===== src/rtl/gpp_pkg.sv =====
// gpp_pkg -- shared definitions for the processor bus and its memory responder.
//   Bus geometry : WIDTH (data bits), AW (address bits), DEPTH (implemented words)
//   RW encodings : RD / WR
//   State types  : responder clear/ready states, processor sequencing states
package gpp_pkg;

    localparam int WIDTH = 32;
    localparam int AW    = 4;
    localparam int DEPTH = 16;

    localparam logic RD = 1'b0;
    localparam logic WR = 1'b1;

    // Memory responder: zeroing walk after reset, then servicing requests.
    typedef enum logic {
        S_CLEAR = 1'b0,
        S_READY = 1'b1
    } resp_state_e;

    // Processor-side sequencing states (used by the initiator).
    typedef enum logic [1:0] {
        P_FETCH     = 2'd0,
        P_DECODE    = 2'd1,
        P_EXECUTE   = 2'd2,
        P_WRITEBACK = 2'd3
    } cpu_state_e;

endpackage


===== src/rtl/gpp_mem_array.sv =====
// gpp_mem_array -- DEPTH x WIDTH word array, one shared address, one write
// port and one registered read port (suitable for block-RAM inference).
//   clk   : clock
//   srst  : synchronous active-high reset (clears the read register only)
//   we    : write enable, mem[addr] <= wdata on the edge
//   re    : read enable, rdata <= mem[addr] on the edge; rdata holds otherwise
//   addr  : word address (caller guarantees addr < DEPTH when we/re are set)
//   wdata : write data
//   rdata : registered read data
module gpp_mem_array
    import gpp_pkg::*;
#(
    parameter int W  = WIDTH,
    parameter int A  = AW,
    parameter int D  = DEPTH
) (
    input  logic         clk,
    input  logic         srst,
    input  logic         we,
    input  logic         re,
    input  logic [A-1:0] addr,
    input  logic [W-1:0] wdata,
    output logic [W-1:0] rdata
);

    logic [W-1:0] mem [0:D-1];
    logic [W-1:0] rdata_q;

    // Storage itself has no reset; the responder zeroes it with a walk.
    always_ff @(posedge clk) begin
        if (we) begin
            mem[addr] <= wdata;
        end
    end

    always_ff @(posedge clk) begin
        if (srst) begin
            rdata_q <= '0;
        end else if (re) begin
            rdata_q <= mem[addr];
        end
    end

    assign rdata = rdata_q;

endmodule


===== src/rtl/gpp_mem_responder.sv =====
// gpp_mem_responder -- word memory answering the processor bus.
// After reset every word is written to zero, one per cycle; Ready stays low
// until that walk completes. Then reads return data one cycle later with a
// Valid pulse, writes land silently, and bad requests raise an Err pulse.
//   Clk, Rst : clock, synchronous active-high reset
//   Addr     : word address          En    : request strobe
//   RW       : 0 read / 1 write      WData : write data
//   Data     : registered read data  Valid : read result present this cycle
//   Ready    : requests accepted     Err   : previous request rejected
module gpp_mem_responder
    import gpp_pkg::*;
#(
    parameter int WIDTH = gpp_pkg::WIDTH,
    parameter int AW    = gpp_pkg::AW,
    parameter int DEPTH = gpp_pkg::DEPTH
) (
    input  logic             Clk,
    input  logic             Rst,
    input  logic [AW-1:0]    Addr,
    input  logic             En,
    input  logic             RW,
    input  logic [WIDTH-1:0] WData,
    output logic [WIDTH-1:0] Data,
    output logic             Valid,
    output logic             Ready,
    output logic             Err
);

    localparam logic [AW:0]   DEPTH_W = (AW+1)'(DEPTH);
    localparam logic [AW-1:0] LAST    = AW'(DEPTH - 1);

    resp_state_e      state_q, state_d;
    logic [AW-1:0]    cnt_q, cnt_d;
    logic             valid_q, valid_d;
    logic             err_q, err_d;

    logic             in_range;
    logic             mem_we, mem_re;
    logic [AW-1:0]    mem_addr;
    logic [WIDTH-1:0] mem_wdata;

    // Extra MSB keeps the compare correct when DEPTH == 2**AW.
    assign in_range = ({1'b0, Addr} < DEPTH_W);

    always_comb begin
        state_d   = state_q;
        cnt_d     = cnt_q;
        valid_d   = 1'b0;
        err_d     = 1'b0;
        mem_we    = 1'b0;
        mem_re    = 1'b0;
        mem_addr  = Addr;
        mem_wdata = WData;

        case (state_q)
            S_CLEAR: begin
                // The walk owns the array port; bus requests are refused.
                mem_we    = 1'b1;
                mem_addr  = cnt_q;
                mem_wdata = '0;
                err_d     = En;
                if (cnt_q == LAST) begin
                    state_d = S_READY;
                end else begin
                    cnt_d = cnt_q + 1'b1;
                end
            end
            S_READY: begin
                if (En) begin
                    if (!in_range) begin
                        err_d = 1'b1;
                    end else if (RW == WR) begin
                        mem_we = 1'b1;
                    end else begin
                        mem_re  = 1'b1;
                        valid_d = 1'b1;
                    end
                end
            end
            default: begin
                state_d = S_CLEAR;
            end
        endcase

        // Nothing touches the array on a reset edge.
        if (Rst) begin
            mem_we = 1'b0;
            mem_re = 1'b0;
        end
    end

    always_ff @(posedge Clk) begin
        if (Rst) begin
            state_q <= S_CLEAR;
            cnt_q   <= '0;
            valid_q <= 1'b0;
            err_q   <= 1'b0;
        end else begin
            state_q <= state_d;
            cnt_q   <= cnt_d;
            valid_q <= valid_d;
            err_q   <= err_d;
        end
    end

    gpp_mem_array #(
        .W (WIDTH),
        .A (AW),
        .D (DEPTH)
    ) u_array (
        .clk   (Clk),
        .srst  (Rst),
        .we    (mem_we),
        .re    (mem_re),
        .addr  (mem_addr),
        .wdata (mem_wdata),
        .rdata (Data)
    );

    assign Valid = valid_q;
    assign Err   = err_q;
    assign Ready = (state_q == S_READY);

endmodule


===== config.mk =====
export PLATFORM = sky130hd
export DESIGN_NAME = gpp_mem_responder
export DESIGN_NICKNAME = d
export VERILOG_FILES = /design/src/rtl/gpp_pkg.sv /design/src/rtl/gpp_mem_array.sv /design/src/rtl/gpp_mem_responder.sv
export SDC_FILE = /design/constraint.sdc
export NUM_CORES = 1
export LEC_CHECK = 0
export CORE_UTILIZATION = 33
export DETAILED_ROUTE_END_ITERATION = 8
export HOLD_SLACK_MARGIN = 0.08
export PLACE_DENSITY = 0.58
export SETUP_SLACK_MARGIN = 0.02
export SLEW_MARGIN = 10
export SYNTH_ARGS = -nofsm -noshare
export SYNTH_HDL_FRONTEND = slang
export SYNTH_SLANG_ARGS = --single-unit

===== constraint.sdc =====
create_clock -name Clk -period 4.25 [get_ports Clk]
set_clock_uncertainty 0.1 [all_clocks]
set_input_delay 0.6375 -clock Clk [delete_from_list [all_inputs] [get_ports Clk]]
set_output_delay 0.6375 -clock Clk [all_outputs]
set_load 0.01 [all_outputs]

Word-level counts from Yosys, hierarchy flattened
Memory sizes are Yosys's and may differ from the RTL's. A register that Yosys moved wholly into a read port is not among the register bits.
Index checks and enable logic that the tools add are counted.

storage, ports and cells
  flip-flop bits (word level) = 7
  RAM bits = 512
  bits of input ports = 40
  output and inout port bits = 35
  logic and storage cells = 25
  memories = 1

memory list
  memory       depth  width  rd ports  clocked after Yosys merged registers in  wr ports  line                 source
  u_array.mem  16     32     1         1                                        1         gpp_mem_array.sv:26  logic [W-1:0] mem [0:D-1];

cells by class
  add/subtract/negate cells = 1
  eq/ne operators = 1
  multiplexer cells = 15
  bitwise operators = 2
  reduce and logical (&&, ||, !) cells = 1

operators by type and width
  kind                                                           count
  32-bit two-way mux                                             1
  1-bit two-way mux                                              11
  4-bit by 1-bit adder with 4-bit output, second input constant  1
  4-bit equality test, second input constant                     1
  4-bit two-way mux                                              1
  1-bit one-hot mux with 2 select lines                          2
  1-bit NOT                                                      2
  2-bit AND reduction                                            1

Longest topological paths before layout
Gate-level depths: netlist of the first run.

  depth in word-level cells = 6
  gate-level depth with buffers = 8
  depth with buffers taken out = 5

By module
A second synthesis of the first run with hierarchy kept.

second synthesis, totals
  cell total of the unflattened synthesis = 1180
  area total of the unflattened synthesis = 21282.9 um^2

by module, submodules not included
  module             instances  cells each  area an instance (um^2)  seq. area each (um^2)
  gpp_mem_array      1          1112        20723.6                  16015.4
  gpp_mem_responder  1          68          559.3                    140.1

Worst setup path before layout of the first run
OpenSTA, ideal clock, no wires.

  kind = input to register
  from = input Addr[0]
  to = memory u_array.mem[0][0] in the netlist's numbering (enable)
  library setup time = 0.421 ns
  arrival time = 3.018 ns
  path slack = 0.711 ns
  cell stages on the path = 5
  path buffers = 2
  cells stage by stage = nor3b_1 buf_2 buf_1 o21ai_0 nor2_1

on the way
  word-level cells in the longest chain between the ends = 1

RTL lines
  element            line                     source
  from (decl)        gpp_mem_responder.sv:19  input logic [AW-1:0] Addr,
  4-bit two-way mux  gpp_mem_responder.sv:55  case (state_q)
  to (decl)          gpp_mem_array.sv:26

Every way passes these cells.

Worst setup path in the final report of the first run
  from = register state_q (netlist: Ready)
  to = memory u_array.mem[15][10] in the netlist's numbering (enable)

on the way
  word-level cells in the longest chain between the ends = 5

RTL lines
  element                                  line                     source
  from (decl)                              gpp_mem_responder.sv:32  resp_state_e state_q, state_d;
  from (signal assigned)                   gpp_mem_responder.sv:99  state_q <= state_d;
  1-bit NOT                                -
  1-bit one-hot mux with 2 select lines    gpp_mem_responder.sv:55
  1-bit two-way mux                        gpp_mem_responder.sv:86  if (Rst) begin
  1-bit two-way mux                        gpp_mem_array.sv:31      if (we) begin
  1-bit two-way mux (implied by the code)  gpp_mem_array.sv:32      mem[addr] <= wdata;

Several ways; a longest one is shown, not always the timed one.

==> flow_summary_export.csv, run 1 <==
group,metric,value,unit
worst_hold_path,hold-path-cell-count,3,
placement,placement.cell_area,0.0251,sq mm
sta,final-setup-viol-count,0,
floorplanning,num_io_pins,75,
cts,clock_tree.root_cell,"sky130_fd_sc_hd__clkbuf_16",
detailed_routing,antenna_violating_nets_post_route,0,
yosys,synth_edf_count,512,
yosys,post_synthesis_sequential_area_ratio,0.706,
detailed_routing,drc,0,
cts,postCtsSetupRepairBufs,0,
floorplanning,initial_utilization,0.334,
yosys,dominantRegCellSynth,"sky130_fd_sc_hd__edfxtp_1",
final_layout,syn_to_final_growth,17.5,%
yosys,syn_inst,1589,
sta,finalHoldViolCount,0,
power_and_ir_drop,clock_power_share,0.425,
cts,clock_latency_reported_for_the_late_side_of_the_worst_skew_pair,0.61,ns
placement,place_congestion,0.793,
cts,cts_inserted_buffers,55,
yosys,count_leader_synth,"sky130_fd_sc_hd__edfxtp_1",
sta,setup_total_negative_slack,0,ns
sta,worst_slew_pin_slew,1.00,ns
cts,clock_sinks,551,
detailed_routing,detail_route.iter0.violations,1545,
yosys,synth_top_cells_by_area,"sky130_fd_sc_hd__edfxtp_1, sky130_fd_sc_hd__o21a_1, sky130_fd_sc_hd__nor4_1",
yosys,yosys_warnings,0,
setup_path,timing.reg2reg.worst_path_depth,4,
power_and_ir_drop,power.ir.vdd_worst,323,uV
cts,clock_path_buffers,3,
detailed_routing,detail_routed_net_length_per_standard_cell,25.5,um
floorplanning,standard_cell_core_area,0.0686,sq mm
global_route,grt-ovfl-total,0,
power_and_ir_drop,total_power_of_the_final_layout,11.6,mW
setup_path,timing.setup.critical_path_class,"flop to flop",
cts,cts.hold.buffers_added,0,
outcome,outcome,"finished clean",
sta,final_critical_path_required_period,3.42,ns
worst_hold_path,worst_hold_path_type,"flop to flop",
final_layout,antenna-diode-count,0,
cts,clkSlewWorstSetupHoldPaths,0.06,ns
power_and_ir_drop,power.switching_fraction,0.216,
floorplanning,design.die.area,0.0704,sq mm
global_route,initial_antenna_violation_count,1,
yosys,synthDominantAreaCellType,"sky130_fd_sc_hd__edfxtp_1",
floorplanning,placementRows,96,
yosys,synth_top_cell_area_share,0.672,
power_and_ir_drop,p_switching,2.51,mW
sta,share_of_the_clock_period_used_by_the_worst_path,0.804,
setup_path,cp.arrival,3.62,ns
sta,timing_max_transition_violations_final,0,
placement,dp.final_hpwl,35600,um
yosys,synth_area,0.0229,sq mm
cts,cts.repair.resized,0,
final_layout,design_area,0.0269,sq mm
yosys,async_flop_share,0,
yosys,synthDistinctLibCells,38,
detailed_routing,num_vias,14421,
floorplanning,die_w,265,um
detailed_routing,wl,66700,um
power_and_ir_drop,p_per_area,430,mW/mm^2
power_and_ir_drop,power_frac_seq,0.512,
detailed_routing,first_pass_iters,5,
global_route,grt_start_max_net_pins,105,
final_layout,number_of_nets_in_the_layout,1676,
yosys,synthTopCellsByCount,"sky130_fd_sc_hd__edfxtp_1, sky130_fd_sc_hd__o21a_1, sky130_fd_sc_hd__nor4_1, sky130_fd_sc_hd__clkbuf_1, sky130_fd_sc_hd__o22ai_1",
power_and_ir_drop,total_leakage_power,8.70,nW
setup_path,worst_ep_required_time,4.46,ns
sta,final.hold.worst_slack,0.466,ns
sta,rsz0062_at_grt,"false",
global_route,first_global_vias,14548,
sta,achievable-frequency,0.293,GHz
global_route,grt_use_total,0.187,
sta,max_slew_margin,0.332,
setup_path,critical_path.startpoint_type,"flop",
power_and_ir_drop,power.share.combinational,0.063,
yosys,ys_ff_latch,551,
placement,io_buffer_count,74,
final_layout,fill_cells,6367,
setup_path,cp-end-kind,"flop",
flow_run,cap_viol_max_count,0,
detailed_routing,drt-vias-per-instance,5.52,
floorplanning,die_h,265,um
cts,cts_tree,"yes",
yosys,synth_fp_nets,1630,
yosys,mapped_avg_cell_area,14.4,sq um
setup_path,path_max_fanout,52,
final_layout,layout-drive-gt1-share,0.102,
global_route,grt_pass1_wl,98100,um
power_and_ir_drop,p_int,9.08,mW
cts,cts_htree_levels,2,
-- worst max-delay path, cell delays in order (launching register included) --
cell and delay [ns]:
sky130_fd_sc_hd__dfxtp_2 0.58, sky130_fd_sc_hd__and3b_4 1.07, sky130_fd_sc_hd__o21ai_0 0.52, sky130_fd_sc_hd__nor2_4 0.53
sky130_fd_sc_hd__buf_4 0.28
-- cells in the final DEF (no fill, tap or decap), types with 18 or more instances in the layout --
cell type                         count
sky130_fd_sc_hd__dfxtp_1             38
sky130_fd_sc_hd__buf_12              18
sky130_fd_sc_hd__inv_1               34
sky130_fd_sc_hd__o22ai_1             62
sky130_fd_sc_hd__clkdlybuf4s50_1     73
sky130_fd_sc_hd__and2_1              32
sky130_fd_sc_hd__nor4_1             126
sky130_fd_sc_hd__edfxtp_1           512
sky130_fd_sc_hd__clkbuf_16           57
sky130_fd_sc_hd__o31a_1              32
sky130_fd_sc_hd__o21ai_0             43
sky130_fd_sc_hd__buf_4               41
sky130_fd_sc_hd__o21a_1             504
-- cells by family (layout without fill, tap and decap cells) --
kind of cell,Yosys count,count (layout),synth area share
buf+inv,178,270,0.0316
mux,2,2,0.000874
simple gates,203,203,0.0532
compound gates,652,652,0.207
fa+ha+maj,1,1,0.000546
flops,551,551,0.706
xor+xnor,2,2,0.000765
-- state kept, by name, summed over array words and instances, names as in the netlist --
signal	count
cnt_q	4
u_array.mem	512
Valid	1
Ready	1
u_array.rdata	32
Err	1
-- power groups by stage --
| stage | Clock, mW | Sequential, mW | Combinational, mW |
|---|---|---|---|
| 6_report | 4.93 | 5.93 | 0.729 |
| 5_1_grt | 5.17 | 5.93 | 0.774 |
| 4_1_cts | 5.00 | 5.93 | 0.729 |
| 3_5_place_dp | 0 | 6.04 | 0.724 |
| 3_3_place_gp | 0 | 6.04 | 0.722 |
| 2_1_floorplan | 0 | 6.04 | 0.447 |
-- area by class of cell --
type / instances / area [sq um] / area share
Tap cell: 931 / 1160 / 0.0433
Inverter: 34 / 128 / 0.00474
Clock buffer: 77 / 1540 / 0.0573
Timing Repair Buffer: 133 / 1400 / 0.0522
Multi-Input combinational cell: 860 / 6220 / 0.231
Sequential cell: 551 / 16200 / 0.600
Clock inverter: 26 / 289 / 0.0107
-- per-layer routing --
layer / global-route usage / share of wire / wire length, um
met5: 0 / 0 / 0
met4: 0.0591 / 0.025 / 1700
met3: 0.0308 / 0.073 / 4860
met2: 0.293 / 0.46 / 30400
met1: 0.266 / 0.45 / 29700
-- path summary, 6_finish.rpt --
check / start / end / slack, ns
max: Ready / u_array.mem[15][10] / 0.83
min: u_array.rdata[29] / u_array.rdata[29] / 0.47
max reg2reg: Ready / u_array.mem[15][10] / 0.83
min reg2reg: u_array.rdata[29] / u_array.rdata[29] / 0.47
-- metrics by stage --
step | worst slack, ns | util | instances
floorplan | 0.711 | - | 1589
global placement | 0.700 | 0.366 | 2509
detailed placement | 0.695 | 0.366 | 2509
CTS | 0.818 | 0.392 | 2612
global route | 0.685 | 0.392 | 2612
finish | 0.835 | 0.392 | 2612
(Power assumes the default switching activity.)
==> inputs of run 2 (changes only) <==
Settings changed: PLACE_DENSITY 0.58 to 0.6.
Clock period 4.25 ns to 2.7 ns, I/O delays scaled along.
==> flow_summary_export.csv, run 2 (synthesized netlist as in run 1, its figures left out) <==
group,metric,value,unit
floorplanning,initial_utilization,0.334,
final_layout,design_area,0.0275,sq mm
sta,max_slew_margin,0.448,
final_layout,syn_to_final_growth,20.3,%
cts,clkSlewWorstSetupHoldPaths,0.06,ns
floorplanning,die_h,265,um
cts,cts_inserted_buffers,56,
detailed_routing,wl,66000,um
final_layout,registers.top_by_ff_count,"u_array.mem",
detailed_routing,detail_route.iter0.violations,1157,
placement,placedCellCount,2548,
floorplanning,num_io_pins,75,
sta,final-setup-viol-count,0,
placement,dp.final_hpwl,35100,um
detailed_routing,drc,0,
cts,clock_latency_reported_for_the_late_side_of_the_worst_skew_pair,0.62,ns
final_layout,layout-drive-gt1-share,0.121,
cts,clock_path_buffers,3,
final_layout,biggestRegsByFlops,"u_array.mem x512, u_array.rdata x32, cnt_q x4",
setup_path,worst_ep_required_time,2.19,ns
power_and_ir_drop,power.ir.vdd_worst,487,uV
global_route,grt-ovfl-total,0,
final_layout,fin_util,0.401,
cts,clock_sinks,551,
global_route,first_global_vias,14793,
sta,timing_max_transition_violations_final,0,
setup_path,path_max_fanout,14,
detailed_routing,drt-vias-per-instance,5.46,
setup_path,cp-end-kind,"primary output",
final_layout,antenna-diode-count,0,
power_and_ir_drop,total_leakage_power,9.01,nW
sta,achievable-frequency,0.396,GHz
detailed_routing,num_vias,14483,
final_layout,number_of_nets_in_the_layout,1716,
setup_path,timing.reg2reg.worst_path_depth,6,
final_layout,fill_cells,6290,
sta,share_of_the_clock_period_used_by_the_worst_path,0.935,
sta,rsz0062_at_grt,"false",
setup_path,critical_path.startpoint_type,"flop",
power_and_ir_drop,p_per_area,661,mW/mm^2
flow_run,cap_viol_max_count,0,
sta,final_critical_path_required_period,2.52,ns
global_route,initial_antenna_violation_count,2,
final_layout,commonest_non_fill_non_tap_cells_in_the_layout,"sky130_fd_sc_hd__edfxtp_1, sky130_fd_sc_hd__o21a_1, sky130_fd_sc_hd__nor4_1",
detailed_routing,first_pass_iters,5,
global_route,grt_pass1_wl,97500,um
placement,place_congestion,0.760,
final_layout,layout.cells.non_filler,2654,
final_layout,leading_cell_type_in_the_layout_fill_and_taps_excluded,"sky130_fd_sc_hd__edfxtp_1",
cts,cts_htree_levels,2,
placement,placement.cell_area,0.0257,sq mm
floorplanning,standard_cell_core_area,0.0686,sq mm
worst_hold_path,hold-path-cell-count,3,
cts,postCtsSetupRepairBufs,0,
final_layout,register_area,0.0162,sq mm
outcome,outcome,"finished clean",
global_route,grt_start_max_net_pins,77,
floorplanning,design.die.area,0.0704,sq mm
cts,clock_tree.root_cell,"sky130_fd_sc_hd__clkbuf_16",
sta,worst_slew_pin_slew,0.829,ns
floorplanning,die_w,265,um
detailed_routing,antenna_violating_nets_post_route,0,
cts,cts_tree,"yes",
sta,finalHoldViolCount,0,
worst_hold_path,worst_hold_path_type,"primary input to flop",
placement,io_buffer_count,74,
floorplanning,placementRows,96,
global_route,grt_use_total,0.186,
detailed_routing,detail_routed_net_length_per_standard_cell,24.9,um
final_layout,largest_register_ffs,512,
setup_path,timing.setup.critical_path_class,"flop to primary output",
setup_path,cp.arrival,2.02,ns
final_layout,multiInputGateArea,0.00622,sq mm
run 2: changes by cell type in the layout (fill, tap and decap cells not counted), moves of 3 or more:
cell                         previous run  this run
sky130_fd_sc_hd__clkinv_2               6        12
sky130_fd_sc_hd__buf_4                 41        52
sky130_fd_sc_hd__buf_12                18        46
sky130_fd_sc_hd__clkinvlp_4             7         0
sky130_fd_sc_hd__clkinv_1               7        10
run 2: worst paths after layout:
kind                                         from           endpoint  slack, ns
worst min-delay path                          Rst                Err       0.20
worst max-delay path                        Ready              Ready       0.18
worst min register to register  u_array.rdata[19]  u_array.rdata[19]       0.47
worst max register to register           cnt_q[0]   u_array.rdata[5]       0.23
run 2: per-stage QoR:
step / hold WS [ns] / power, mW / setup WS, ns / setup TNS (ns)
after floorplan: 0.445 / 10.2 / -0.246 / -76.19
after global placement: 0.458 / 10.7 / -0.0254 / -0.0254
after detailed placement: 0.466 / 10.7 / -0.0532 / -0.111
after CTS: 0.166 / 18.3 / 0.139 / 0
after global routing: 0.205 / 18.7 / 0.129 / 0
final: 0.200 / 18.2 / 0.176 / 0
run 2: layout make-up:
| cell class | instances | area share |
|---|---|---|
| Tap cell | 931 | 0.0423 |
| Inverter | 34 | 0.00464 |
| Clock inverter | 30 | 0.0107 |
| Sequential cell | 551 | 0.587 |
| Timing Repair Buffer | 172 | 0.0743 |
| Clock buffer | 76 | 0.0551 |
| Multi-Input combinational cell | 860 | 0.226 |
run 2: layer usage:
layer	wire [um]	global-route usage
met1	28500	0.249
met2	31600	0.308
met3	4370	0.0344
met4	1480	0.0551
met5	26	0
run 2: where the power goes:
| part | leakage, nW | switching [mW] | total, mW | internal, mW |
|---|---|---|---|---|
| Combinational | 2.78 | 0.696 | 1.17 | 0.477 |
| Clock | 0.893 | 3.20 | 7.70 | 4.50 |
| Sequential | 5.34 | 0.0318 | 9.33 | 9.30 |
run 2: what timing repair did:
action | 4_1_cts | 5_1_grt
hold buffers | 0 | 0
endpoints found under the setup margin | 1 | 0
resized for setup | 1 | 0
run 2: critical path: stages (launching register included):
cell and delay (ns):
sky130_fd_sc_hd__dfxtp_4 0.52, sky130_fd_sc_hd__buf_4 0.29, sky130_fd_sc_hd__clkdlybuf4s50_1 0.57
